`config.mk`:
```
export PLATFORM = sky130hd
export DESIGN_NAME = action_limiter
export DESIGN_NICKNAME = d
export VERILOG_FILES = /design/src/rtl/action_limiter_pkg.sv /design/src/rtl/action_saturate.sv /design/src/rtl/action_limiter.sv
export SDC_FILE = /design/constraint.sdc
export NUM_CORES = 1
export LEC_CHECK = 0
export ABC_AREA = 1
export CAP_MARGIN = 20
export CORE_AREA = 2 2 135 137
export CTS_CLUSTER_SIZE = 40
export DETAILED_ROUTE_END_ITERATION = 8
export DIE_AREA = 0 0 137 139
export GPL_TIMING_DRIVEN = 0
export PLACE_DENSITY = 0.73
export SLEW_MARGIN = 20
export SYNTH_ARGS = -nofsm -noshare
export SYNTH_HDL_FRONTEND = slang
export SYNTH_SLANG_ARGS = --single-unit
```
`constraint.sdc`:
```
create_clock -name clk -period 4.45 [get_ports clk]
set_input_delay 1.335 -clock clk [delete_from_list [all_inputs] [get_ports clk]]
set_output_delay 1.335 -clock clk [all_outputs]
set_load 0.05 [all_outputs]
```
`src/rtl/action_limiter_pkg.sv`:
```
// Shared types and defaults for the action limiter (PI action -> DAC word).
package action_limiter_pkg;
  localparam int IN_WIDTH_DEF  = 32;
  localparam int OUT_WIDTH_DEF = 16;
  localparam int RAIL_CNT_W    = 16;

  typedef enum logic [1:0] {
    ST_TRACK,
    ST_RAILED,
    ST_RELOCK
  } state_e;
endpackage

```
`src/rtl/action_saturate.sv`:
```
// Combinational shift-and-clamp of one action word. IN_W must exceed OUT_W.
module action_saturate #(
  parameter int IN_W  = 32,
  parameter int OUT_W = 16
) (
  input  logic signed [IN_W-1:0]  i_data,
  input  logic        [4:0]       i_shift,
  input  logic signed [OUT_W-1:0] i_min,
  input  logic signed [OUT_W-1:0] i_max,
  output logic signed [OUT_W-1:0] o_data,
  output logic                    o_clamped
);
  logic signed [IN_W-1:0] w_v, w_min, w_max, w_hi, w_lo;
  logic                   w_hi_hit, w_lo_hit;

  // Max is applied first, then min, so min wins on inverted limits.
  always_comb begin
    w_v      = i_data >>> i_shift;
    w_min    = {{(IN_W-OUT_W){i_min[OUT_W-1]}}, i_min};
    w_max    = {{(IN_W-OUT_W){i_max[OUT_W-1]}}, i_max};
    w_hi_hit = w_v > w_max;
    w_hi     = w_hi_hit ? w_max : w_v;
    w_lo_hit = w_hi < w_min;
    w_lo     = w_lo_hit ? w_min : w_hi;
    o_data    = w_lo[OUT_W-1:0];
    o_clamped = w_hi_hit || w_lo_hit;
  end
endmodule

```
`src/rtl/action_limiter.sv`:
```
// Clamps PI actions onto a DAC stream, counts consecutive rail hits and
// drives an integrator-reset (relock) pulse when the loop stays railed.
module action_limiter
  import action_limiter_pkg::*;
#(
  parameter int IN_WIDTH  = IN_WIDTH_DEF,
  parameter int OUT_WIDTH = OUT_WIDTH_DEF
) (
  input  logic                        clk,
  input  logic                        rst,
  input  logic signed [IN_WIDTH-1:0]  s_axis_tdata,
  input  logic                        s_axis_tvalid,
  output logic                        s_axis_tready,
  output logic signed [OUT_WIDTH-1:0] m_axis_tdata,
  output logic                        m_axis_tvalid,
  input  logic                        m_axis_tready,
  input  logic        [4:0]           cfg_shift,
  input  logic signed [OUT_WIDTH-1:0] cfg_min,
  input  logic signed [OUT_WIDTH-1:0] cfg_max,
  input  logic [RAIL_CNT_W-1:0]       cfg_rail_count,
  input  logic [RAIL_CNT_W-1:0]       cfg_relock_len,
  input  logic                        relock_en,
  output logic                        pi_rst,
  output logic                        railed,
  output logic                        locked
);
  state_e                    r_state, w_state_nxt;
  logic [RAIL_CNT_W-1:0]     r_rail_cnt, w_rail_cnt_nxt, w_cnt_inc;
  logic [RAIL_CNT_W-1:0]     r_rl_cnt, r_rl_len;
  logic                      r_relock_en_d;
  logic signed [OUT_WIDTH-1:0] w_sat;
  logic                      w_clamped, w_accept, w_enter_relock, w_take;
  logic signed [OUT_WIDTH:0] w_mid_sum;

  action_saturate #(.IN_W(IN_WIDTH), .OUT_W(OUT_WIDTH)) u_sat (
    .i_data   (s_axis_tdata),
    .i_shift  (cfg_shift),
    .i_min    (cfg_min),
    .i_max    (cfg_max),
    .o_data   (w_sat),
    .o_clamped(w_clamped)
  );

  // During relock inputs are swallowed, so the port always reads ready.
  assign s_axis_tready = (r_state == ST_RELOCK) || !m_axis_tvalid || m_axis_tready;
  assign w_accept      = s_axis_tvalid && s_axis_tready;
  // One extra bit keeps the limit sum from overflowing before halving.
  assign w_mid_sum     = {cfg_min[OUT_WIDTH-1], cfg_min} + {cfg_max[OUT_WIDTH-1], cfg_max};

  // Next state, rail counter, and whether this edge loads a sample or the midpoint.
  always_comb begin
    w_state_nxt    = r_state;
    w_rail_cnt_nxt = r_rail_cnt;
    w_enter_relock = 1'b0;
    w_cnt_inc      = (r_rail_cnt == '1) ? r_rail_cnt : r_rail_cnt + 1'b1;
    case (r_state)
      ST_TRACK: begin
        if (w_accept) begin
          if (w_clamped) begin
            w_rail_cnt_nxt = w_cnt_inc;
            if (cfg_rail_count != '0 && w_cnt_inc >= cfg_rail_count) begin
              w_state_nxt    = relock_en ? ST_RELOCK : ST_RAILED;
              w_enter_relock = relock_en;
            end
          end else begin
            w_rail_cnt_nxt = '0;
          end
        end
      end
      ST_RAILED: begin
        if (w_accept && !w_clamped) begin
          w_state_nxt    = ST_TRACK;
          w_rail_cnt_nxt = '0;
        end else if (relock_en && !r_relock_en_d) begin
          w_state_nxt    = ST_RELOCK;
          w_enter_relock = 1'b1;
        end
      end
      ST_RELOCK: begin
        if (r_rl_cnt == r_rl_len) begin
          w_state_nxt    = ST_TRACK;
          w_rail_cnt_nxt = '0;
        end
      end
      default: w_state_nxt = ST_TRACK;
    endcase
    w_take = w_accept && (r_state != ST_RELOCK) && !w_enter_relock;
  end

  // FSM state, counters, output register and registered status flags.
  always_ff @(posedge clk or posedge rst) begin
    if (rst) begin
      r_state       <= ST_TRACK;
      r_rail_cnt    <= '0;
      r_rl_cnt      <= '0;
      r_rl_len      <= '0;
      r_relock_en_d <= 1'b0;
      m_axis_tdata  <= '0;
      m_axis_tvalid <= 1'b0;
      pi_rst        <= 1'b0;
      railed        <= 1'b0;
      locked        <= 1'b1;
    end else begin
      r_state       <= w_state_nxt;
      r_rail_cnt    <= w_rail_cnt_nxt;
      r_relock_en_d <= relock_en;
      railed        <= (w_state_nxt == ST_RAILED);
      locked        <= (w_state_nxt == ST_TRACK) && (w_rail_cnt_nxt == '0);
      if (w_enter_relock) begin
        r_rl_cnt      <= '0;
        r_rl_len      <= cfg_relock_len;
        pi_rst        <= 1'b1;
        m_axis_tdata  <= w_mid_sum[OUT_WIDTH:1];
        m_axis_tvalid <= 1'b1;
      end else begin
        if (r_state == ST_RELOCK) begin
          if (w_state_nxt != ST_RELOCK) pi_rst   <= 1'b0;
          else                          r_rl_cnt <= r_rl_cnt + 1'b1;
        end
        if (w_take) begin
          m_axis_tdata  <= w_sat;
          m_axis_tvalid <= 1'b1;
        end else if (m_axis_tready) begin
          m_axis_tvalid <= 1'b0;
        end
      end
    end
  end
endmodule

```
### After elaboration in Yosys (flattened, before gate mapping)

Index checks and enable logic that the tools add are counted.

| cells by class | value |
|---|---|
| add/subtract/negate cells | 3 |
| magnitude comparators | 3 |
| equal/unequal tests | 8 |
| shift operators | 1 |
| muxes and demuxes | 33 |
| reduce and logical (&&, ||, !) cells | 24 |

Operators by type and width:

| kind | count |
|---|---|
| $mux 16 | 11 |
| $pmux 16 s3 | 1 |
| $add 16x1->16 const B | 2 |
| $gt 32x16->1 | 1 |
| $lt 32x16->1 | 1 |
| $mux 32 | 1 |
| $sshr 32x5->32 | 1 |
| $add 16x16->17 | 1 |
| $eq 16x16->1 | 1 |
| $eq 16x16->1 const B | 1 |
| $ge 16x16->1 | 1 |
| $logic_not 16->1 | 1 |
| $reduce_bool 16->1 | 1 |
| $mux 2 | 7 |
| $mux 1 | 11 |
| $logic_and 1x1->1 | 7 |
| $ne 2x2->1 const B | 3 |
| $pmux 2 s3 | 1 |
| $reduce_bool 2->1 | 3 |
| $eq 2x1->1 const B | 2 |
| $logic_not 1->1 | 4 |
| $logic_not 2->1 | 2 |
| $reduce_and 2->1 | 2 |
| $logic_or 1x1->1 | 3 |
| 3 further kinds | 3 |

| word-level totals | value |
|---|---|
| flip-flop bits (word level) | 71 |
| bits of input ports | 106 |
| output and inout bits | 21 |
| word-level logic and storage cells | 82 |

### Longest topological paths before layout

Gate-level depths: netlist of run 1.

| depth | value |
|---|---|
| word-level depth | 13 |
| gate-level depth with buffers | 52 |
| depth with buffers taken out | 48 |

### By module

Synthesis of run 1 repeated with hierarchy kept, for this count alone.

| second synthesis, totals | value |
|---|---|
| cells, all modules | 1473 |
| area, all modules | 9101.2 um^2 |

Modules (own cells, without submodules):

| module | times used | cells an instance | area each (um^2) | seq. area each (um^2) |
|---|---|---|---|---|
| action_limiter | 1 | 776 | 5310.1 | 1778.0 |
| action_saturate | 1 | 697 | 3791.1 | 0.0 |

### Least setup slack after synthesis of run 1

No wires, ideal clock.

| timing | value |
|---|---|
| path type | input to register |
| start point | input cfg_shift[1] |
| end point | register m_axis_tdata[11] |
| setup time | 0.120 ns |
| data arrival time | 6.218 ns |
| required time | 4.330 ns |
| setup slack | -1.889 ns |
| stages | 40 |
| path buffers | 7 |
| cells stage by stage | buf_2 -> buf_2 -> clkbuf_1 -> nand2_1 -> o21ai_0 -> o21ai_0 -> o21ai_0 -> inv_1 -> o21ai_0 -> ha_1 -> a21oi_1 -> o21ai_0 -> nand2_1 -> nand2_1 -> a21oi_1 -> nand3_1 -> nand3_2 -> clkbuf_1 -> [4 not listed] -> a21oi_1 -> nor2_1 -> a211oi_1 -> o221a_2 -> nand2_1 -> nand2_1 -> nand2_1 -> nand2_2 -> nand3_2 -> nand2_4 -> inv_4 -> nand3_4 -> nand2_4 -> buf_6 -> inv_2 -> buf_6 -> nand2_2 -> o211a_1 |

| on the way | value |
|---|---|
| word-level cells in the longest chain between the ends | 12 |
| elaborated cells on any way between the ends | 17 |
| those cells by class | order compare (2); shift (1); mux (8); reduce/logical (6) |

Ends and longest elaborated chain:

| what | RTL line | text |
|---|---|---|
| start: declaration | action_limiter.sv:17 | `input logic [4:0] cfg_shift,` |
| $sshr 32x5->32 * | action_saturate.sv:18 | `w_v = i_data >>> i_shift;` |
| $gt 32x16->1 | action_saturate.sv:21 | `w_hi_hit = w_v > w_max;` |
| $mux 32 | action_saturate.sv:22 | `w_hi = w_hi_hit ? w_max : w_v;` |
| $lt 32x16->1 | action_saturate.sv:23 | `w_lo_hit = w_hi < w_min;` |
| $logic_or 1x1->1 | action_saturate.sv:26 | `o_clamped = w_hi_hit \|\| w_lo_hit;` |
| $logic_not 1->1 | action_limiter.sv:71 | `if (w_accept && !w_clamped) begin` |
| $logic_and 1x1->1 | action_limiter.sv:71 |  |
| $mux 1 | action_limiter.sv:71 |  |
| $pmux 1 s2 | action_limiter.sv:56 | `case (r_state)` |
| $logic_not 1->1 | action_limiter.sv:87 | `w_take = w_accept && (r_state != ST_RELOCK) && !w_enter_relock;` |
| $logic_and 1x1->1 | action_limiter.sv:87 |  |
| $reduce_bool 2->1 (no source line) | -- |  |
| end signal: assignment | action_limiter.sv:113 | `m_axis_tdata <= w_mid_sum[OUT_WIDTH:1];` |
| end signal: assignment | action_limiter.sv:121 | `m_axis_tdata <= w_sat;` |
| end: declaration | action_limiter.sv:14 | `output logic signed [OUT_WIDTH-1:0] m_axis_tdata,` |

Every way passes the cells marked *; elsewhere a longest branch is shown, timed or not. The select of a mux whose other input is x is not followed.
A chain may end at the register's enable or synchronous reset.

### Worst setup path after layout of run 1

| timing | value |
|---|---|
| start point | input cfg_shift[0] |
| end point | register r_rl_cnt[10] |

| on the way | value |
|---|---|
| word-level cells in the longest chain between the ends | 12 |
| elaborated cells on any way between the ends | 20 |
| those cells by class | order compare (2); eq/ne (2); shift (1); mux (10); reduce/logical (5) |

Ends and longest elaborated chain:

| what | RTL line | text |
|---|---|---|
| $sshr 32x5->32 * | action_saturate.sv:18 |  |
| $gt 32x16->1 | action_saturate.sv:21 |  |
| $mux 32 | action_saturate.sv:22 |  |
| $lt 32x16->1 | action_saturate.sv:23 |  |
| $logic_or 1x1->1 * | action_saturate.sv:26 |  |
| $logic_not 1->1 | action_limiter.sv:71 |  |
| $logic_and 1x1->1 | action_limiter.sv:71 |  |
| $mux 2 | action_limiter.sv:71 |  |
| $pmux 2 s3 | action_limiter.sv:56 |  |
| $ne 2x2->1 | action_limiter.sv:117 | `if (w_state_nxt != ST_RELOCK) pi_rst <= 1'b0;` |
| $ne 2x2->1 (no source line) | -- |  |
| $reduce_and 2->1 (no source line) | -- |  |
| end signal: assignment | action_limiter.sv:118 | `else r_rl_cnt <= r_rl_cnt + 1'b1;` |
| end: declaration | action_limiter.sv:29 | `logic [RAIL_CNT_W-1:0] r_rl_cnt, r_rl_len;` |

Every way passes the cells marked *; elsewhere a longest branch is shown, timed or not.

==> results of run 1 <==
## per-layer routing
layer	wire length (um)	up-vias
met5	0	-
met2	15800	476
li1	-	5056
met1	12400	5042
met4	1630	0
met3	1900	163
## power by group through the flow
| stage | Combinational (mW) | Sequential [mW] | Clock, mW |
|---|---|---|---|
| after global routing | 2.57 | 0.915 | 0.789 |
| after detailed placement | 1.72 | 0.896 | 0 |
| final | 2.37 | 0.901 | 0.761 |
| after floorplan | 1.03 | 1.06 | 0 |
| after global placement | 1.67 | 0.892 | 0 |
| after CTS | 2.00 | 0.888 | 0.756 |
## how the worst max path moves through the flow
stage                     startpoint          endpoint  slack (ps)  depth (start not counted)
floorplan               cfg_shift[0]  m_axis_tdata[11]       -1510                         42
global placement        cfg_shift[0]   m_axis_tdata[0]       -3450                         39
detailed placement      cfg_shift[0]   m_axis_tdata[0]       -3530                         37
CTS                     cfg_shift[0]   m_axis_tdata[7]       -1840                         45
global route        s_axis_tdata[16]      r_rl_cnt[10]       -2420                         41
finish                  cfg_shift[0]      r_rl_cnt[10]       -2070                         43
## state kept, by name, summed over array words and instances (netlist names)
name and count:
m_axis_tdata 16, r_rail_cnt 16, r_rl_cnt 16, r_rl_len 16, r_state 2, locked 1
m_axis_tvalid 1, pi_rst 1, r_relock_en_d 1, railed 1
## kinds of logic after synthesis
kind of cell               after synthesis  share of synthesized area [%]
muxes                                   10                           1.16
buffers and inverters                  237                           11.1
AOI/OAI and AO/OA                      310                           19.7
DFF                                     71                           20.7
xor gates and xnor gates                22                           2.24
adders and majority gates               97                           14.2
and+or+nand+nor                        629                           30.9
## cell usage after synthesis (all sizes together) (2+ instances only)
cell,instances
nand2,398
o22ai,8
nand3,72
nor2,92
ha,96
xor2,15
nand4,30
o21a,5
a31oi,6
and2,3
o211a,2
xnor2,7
or2,8
nor4,10
a21o,2
a211oi,3
dfrtp,70
o21bai,7
o21ai,177
nor3,14
a21oi,86
inv,183
o211ai,7
clkbuf,26
clkinv,3
buf,25
mux2i,10
## worst max-delay path: cells and delay by family
| family | cells | cell delay, ps |
|---|---|---|
| buffers and inverters | 12 | 1420 |
| AO/OA/AOI/OAI | 5 | 700 |
| AND/OR/NAND/NOR | 21 | 2250 |
| adder cells (fa/ha/maj) | 2 | 630 |
| multiplexers | 3 | 430 |
## through the flow
| step | power [mW] | setup TNS (ps) |
|---|---|---|
| floorplan | 2.09 | -93170 |
| global placement | 2.57 | -217990 |
| detailed placement | 2.62 | -223840 |
| CTS | 3.64 | -117290 |
| global route | 4.27 | -150320 |
| finish | 4.03 | -129090 |
## timing repair
item,CTS,global route
pin swaps,84,99
endpoints found under the setup margin,70,70
endpoints found under the hold margin,0,0
setup buffers,66,22
cloned,10,4
resized for setup,285,280
## layout make-up
class | instances | area, um2 | share of cell area, %
inverters | 186 | 727 | 5.53
plain buffers | 51 | 538 | 4.10
clock inverters | 4 | 52.6 | 0.400
repair buffers | 223 | 2230 | 17.0
well taps | 229 | 287 | 2.18
clock buffers | 12 | 256 | 1.95
flip-flops and latches | 71 | 1780 | 13.5
multi-input cells | 1068 | 7270 | 55.3
==> results.json, run 1 <==
{
  "worst_pin_slew_ps": 1040,
  "holdPathEnd": "m_axis_tdata[5]",
  "min_path_cells": 2,
  "vias_per_cell": 5.82,
  "use_met3_pct": 4.42,
  "antenna_found_initial": 0,
  "cp.required_ps": 4710,
  "ys_warn_count": 0,
  "layout-drive-gt1-share_pct": 28.1,
  "drc": 0,
  "finalCritPeriodShare_pct": 147,
  "routed_wl_um": 31700,
  "grtUsageMet2_pct": 53.0,
  "dr.pass1.iters": 7,
  "grt_setup_unrepaired": "true",
  "p_sw_mw": 1.83,
  "violations": "setup timing",
  "reg2reg_slack_ps": -280,
  "placed_cells": 1730,
  "nets": 1813,
  "crit_slowest_cell": "ha_1",
  "ir_drop_mv": 0.300,
  "layout_commonest_cell": "nand2_1",
  "areaGrowthSynthToFinish_pct": 52.7,
  "htreeDepth": 3,
  "fp.dieH_um": 139,
  "finClkSkew_ps": 9.84,
  "fin_ws_ps": -2070,
  "synthArstFlopShare_pct": 100,
  "top_usage_layer": "met2",
  "yosysTopAreaCell": "dfrtp_1",
  "syn_area_per_cell_um2": 6.25,
  "p_comb_share_pct": 58.8,
  "hpwlAfterDp_um": 20500,
  "cts_made_buffers": 9,
  "clk_latency_ps": 350,
  "most-common-layout-cells": "316 x nand2_1, 170 x inv_1, 107 x clkdlybuf4s50_1",
  "port_buffers": 124,
  "reg2reg_depth": 32,
  "crit_path_end_kind": "flop",
  "setup_viol": 70,
  "synth_nets": 1579,
  "post_dp_cell_area_um2": 10200,
  "fin_area_um2": 13100,
  "io_pins": 127,
  "cpMostUsedCell": "nand2_2",
  "grt_pass1_vias": 10200,
  "pwr-share-clk_pct": 18.9,
  "clock_path_buffers": 2,
  "synth_area_leaders": "dfrtp_1 20%, nand2_1 17%, ha_1 14%, o21ai_0 8.8%, inv_1 7.8%",
  "track_usage_pct": 30.0,
  "period_minus_slack_ps": 6520,
  "powerDensity_nw_per_um2": 307,
  "ys_ff_latch": 71,
  "critPathKind": "input pin to flop",
  "finish.cell_count_without_fillers": 1844,
  "grt_pass1_wl_um": 46800,
  "rows": 49,
  "internal_power_mw": 2.21,
  "hp-start": "m_axis_tdata[5]",
  "num-fill-cells": 1301,
  "vias": 10700,
  "crit_path_start_kind": "input pin",
  "die-area_um2": 19000,
  "synth_edf_count": 0,
  "fp.dieW_um": 137,
  "slew_violations": 0,
  "use_met1_pct": 36.2,
  "ys_seq_area_share_pct": 20.7,
  "diodes": 0,
  "leakagePower_nw": 6.34,
  "worstReg2RegStart": "r_rail_cnt[5]",
  "cts-root-buf": "clkbuf_16",
  "r2r_end": "r_rl_cnt[10]",
  "wl_per_cell_um": 17.2,
  "dp_slack_ps": -3530,
  "drtIter0Drc": 871,
  "hold-worst-slack_ps": 472,
  "cpPeakStageDelay_ps": 340,
  "synth_ff_type": "dfrtp_1",
  "finalHoldViolCount": 0,
  "hp-class": "flop to flop",
  "relSlewSlack_pct": 30.7,
  "netlist_instances": 1376,
  "max_freq_ghz": 0.153,
  "tritoncts": "yes",
  "cap_viol_max_count": 0,
  "overflow": 0,
  "postCtsHoldBufs": 0,
  "cp_max_fo": 7,
  "yosysTopAreaCellShare_pct": 20.4,
  "drt.antenna.violating_nets": 0,
  "cts.sinks": 71,
  "start_util_pct": 48.7,
  "netlist_area_um2": 8600,
  "place.gp.congestion": 0.955,
  "core-area_um2": 17700,
  "seqPwrFrac_pct": 22.4,
  "synth.distinct_cells": 54,
  "grt_max_degree": 42,
  "clkTransAtPathRegs_ps": 60,
  "final_core_util_pct": 74.4,
  "cp_data_arrival_time_ps": 6780,
  "swShare_pct": 45.3,
  "outcome": "finished, violations left"
}
Note: power is estimated with default switching activity, not from simulation.
==> inputs of run 2 (changes only) <==
CORE_AREA = 2 2 150 152   (was 2 2 135 137)
DIE_AREA = 0 0 152 154   (was 0 0 137 139)
PLACE_DENSITY = not set   (was 0.73)
==> results.json, run 2 (same netlist as run 1, synthesis figures left out) <==
{
  "outcome": "finished, violations left",
  "violations": "setup timing",
  "hold-worst-slack_ps": 480,
  "critPathKind": "input pin to flop",
  "die-area_um2": 23400,
  "cts.sinks": 71,
  "p_comb_share_pct": 57.2,
  "period_minus_slack_ps": 6430,
  "reg2reg_slack_ps": -80,
  "grt_setup_unrepaired": "true",
  "cp_max_fo": 6,
  "htreeDepth": 3,
  "setup_viol": 70,
  "nets": 1805,
  "cap_viol_max_count": 0,
  "reg2reg_depth": 32,
  "swShare_pct": 44.3,
  "finalCritPeriodShare_pct": 145,
  "overflow": 0,
  "layout_commonest_cell": "nand2_1",
  "post_dp_cell_area_um2": 10300,
  "clkTransAtPathRegs_ps": 60,
  "drt.antenna.violating_nets": 0,
  "antenna_found_initial": 0,
  "place.gp.congestion": 0.914,
  "fp.dieW_um": 152,
  "hp-class": "flop to flop",
  "cp_data_arrival_time_ps": 6660,
  "worst_pin_slew_ps": 1090,
  "hpwlAfterDp_um": 21200,
  "postCtsHoldBufs": 0,
  "r2r_end": "m_axis_tdata[12]",
  "grt_pass1_vias": 9711,
  "holdPathEnd": "m_axis_tdata[5]",
  "finalHoldViolCount": 0,
  "powerDensity_nw_per_um2": 299,
  "tritoncts": "yes",
  "grt_pass1_wl_um": 46500,
  "routed_wl_um": 29000,
  "worstReg2RegStart": "r_rail_cnt[5]",
  "dr.pass1.iters": 7,
  "track_usage_pct": 23.9,
  "start_util_pct": 39.7,
  "p_total_mw": 3.84,
  "hp-start": "m_axis_tdata[5]",
  "min_path_cells": 2,
  "seqPwrFrac_pct": 23.3,
  "p_sw_mw": 1.70,
  "internal_power_mw": 2.14,
  "clk_latency_ps": 340,
  "cp.required_ps": 4680,
  "crit_slowest_cell": "clkdlybuf4s50_1",
  "drtIter0Drc": 521,
  "crit_path_end_kind": "flop",
  "diodes": 0,
  "ir_drop_mv": 0.204,
  "port_buffers": 124,
  "rows": 54,
  "vias_per_cell": 5.31,
  "areaGrowthSynthToFinish_pct": 49.4,
  "core-area_um2": 21700,
  "cpPeakStageDelay_ps": 510,
  "clock_path_buffers": 2,
  "fin_ws_ps": -1980,
  "max_freq_ghz": 0.155,
  "placed_cells": 1781,
  "cts-root-buf": "clkbuf_16",
  "wl_per_cell_um": 15.4,
  "io_pins": 127,
  "most-common-layout-cells": "327 x nand2_1, 170 x inv_1, 115 x clkdlybuf4s50_1",
  "slew_violations": 0,
  "setup_tns_ps": -123380,
  "fin_area_um2": 12800,
  "cpMostUsedCell": "buf_4",
  "vias": 10000,
  "grt_max_degree": 42,
  "fp.dieH_um": 154,
  "finish.cell_count_without_fillers": 1887,
  "relSlewSlack_pct": 27.6,
  "pwr-share-clk_pct": 19.5,
  "drc": 0,
  "leakagePower_nw": 6.23,
  "layout-drive-gt1-share_pct": 25.5,
  "crit_path_start_kind": "input pin",
  "cts_made_buffers": 9,
  "finClkSkew_ps": 11.0
}
-- run 2: final cells by class --
| cell class | count | area [um2] |
|---|---|---|
| Buffer | 51 | 538 |
| Clock buffer | 11 | 243 |
| Clock inverter | 5 | 63.8 |
| Fill cell | 2034 | 8840 |
| Inverter | 186 | 732 |
| Multi-Input combinational cell | 1068 | 7000 |
| Sequential cell | 71 | 1780 |
| Tap cell | 280 | 350 |
| Timing Repair Buffer | 215 | 2140 |
-- run 2: how the worst max path moves through the flow --
stage	startpoint	to	slack (ps)
2_1_floorplan	cfg_shift[0]	m_axis_tdata[11]	-1510
3_3_place_gp	cfg_shift[0]	m_axis_tdata[0]	-3530
3_5_place_dp	cfg_shift[0]	m_axis_tdata[0]	-3580
4_1_cts	cfg_shift[0]	m_axis_tdata[12]	-1850
5_1_grt	s_axis_tdata[24]	locked	-2310
6_report	s_axis_tdata[21]	m_axis_tdata[9]	-1980
-- run 2: metal layers --
layer  routed length [um]  part of all wire, %  global-route usage, %  up-vias
met5                    0                    0                      0        -
met4                  706                  2.4                   6.90        0
met3                 1180                  4.0                   3.47       45
met2                14600                   50                   43.4      268
met1                12600                   43                   29.4     4661
li1                     -                    -                      -     5043
-- run 2: critical path: cells and delay by family --
family | cells | cell delay (ps)
buf+inv | 20 | 2900
fa+ha+maj | 1 | 290
simple gates | 16 | 1230
compound gates | 7 | 890
-- run 2: stage by stage --
stage               utilization (%)  setup WS, ps
floorplan                         -         -1510
global placement               47.4         -3530
detailed placement             47.5         -3580
CTS                            55.8         -1850
global route                   59.2         -2310
finish                         59.2         -1980
-- run 2: power by group through the flow --
stage / Combinational, mW / Clock (mW) / Sequential, mW
detailed placement: 1.72 / 0 / 0.898
global placement: 1.70 / 0 / 0.897
finish: 2.20 / 0.749 / 0.895
floorplan: 1.03 / 0 / 1.06
CTS: 1.99 / 0.760 / 0.889
global route: 2.43 / 0.786 / 0.915
-- run 2: repair_timing --
item	in CTS	in global routing
setup endpoints to repair	70	70
pin swaps	62	69
resized for setup	322	177
cloned	11	1
setup buffers	65	14
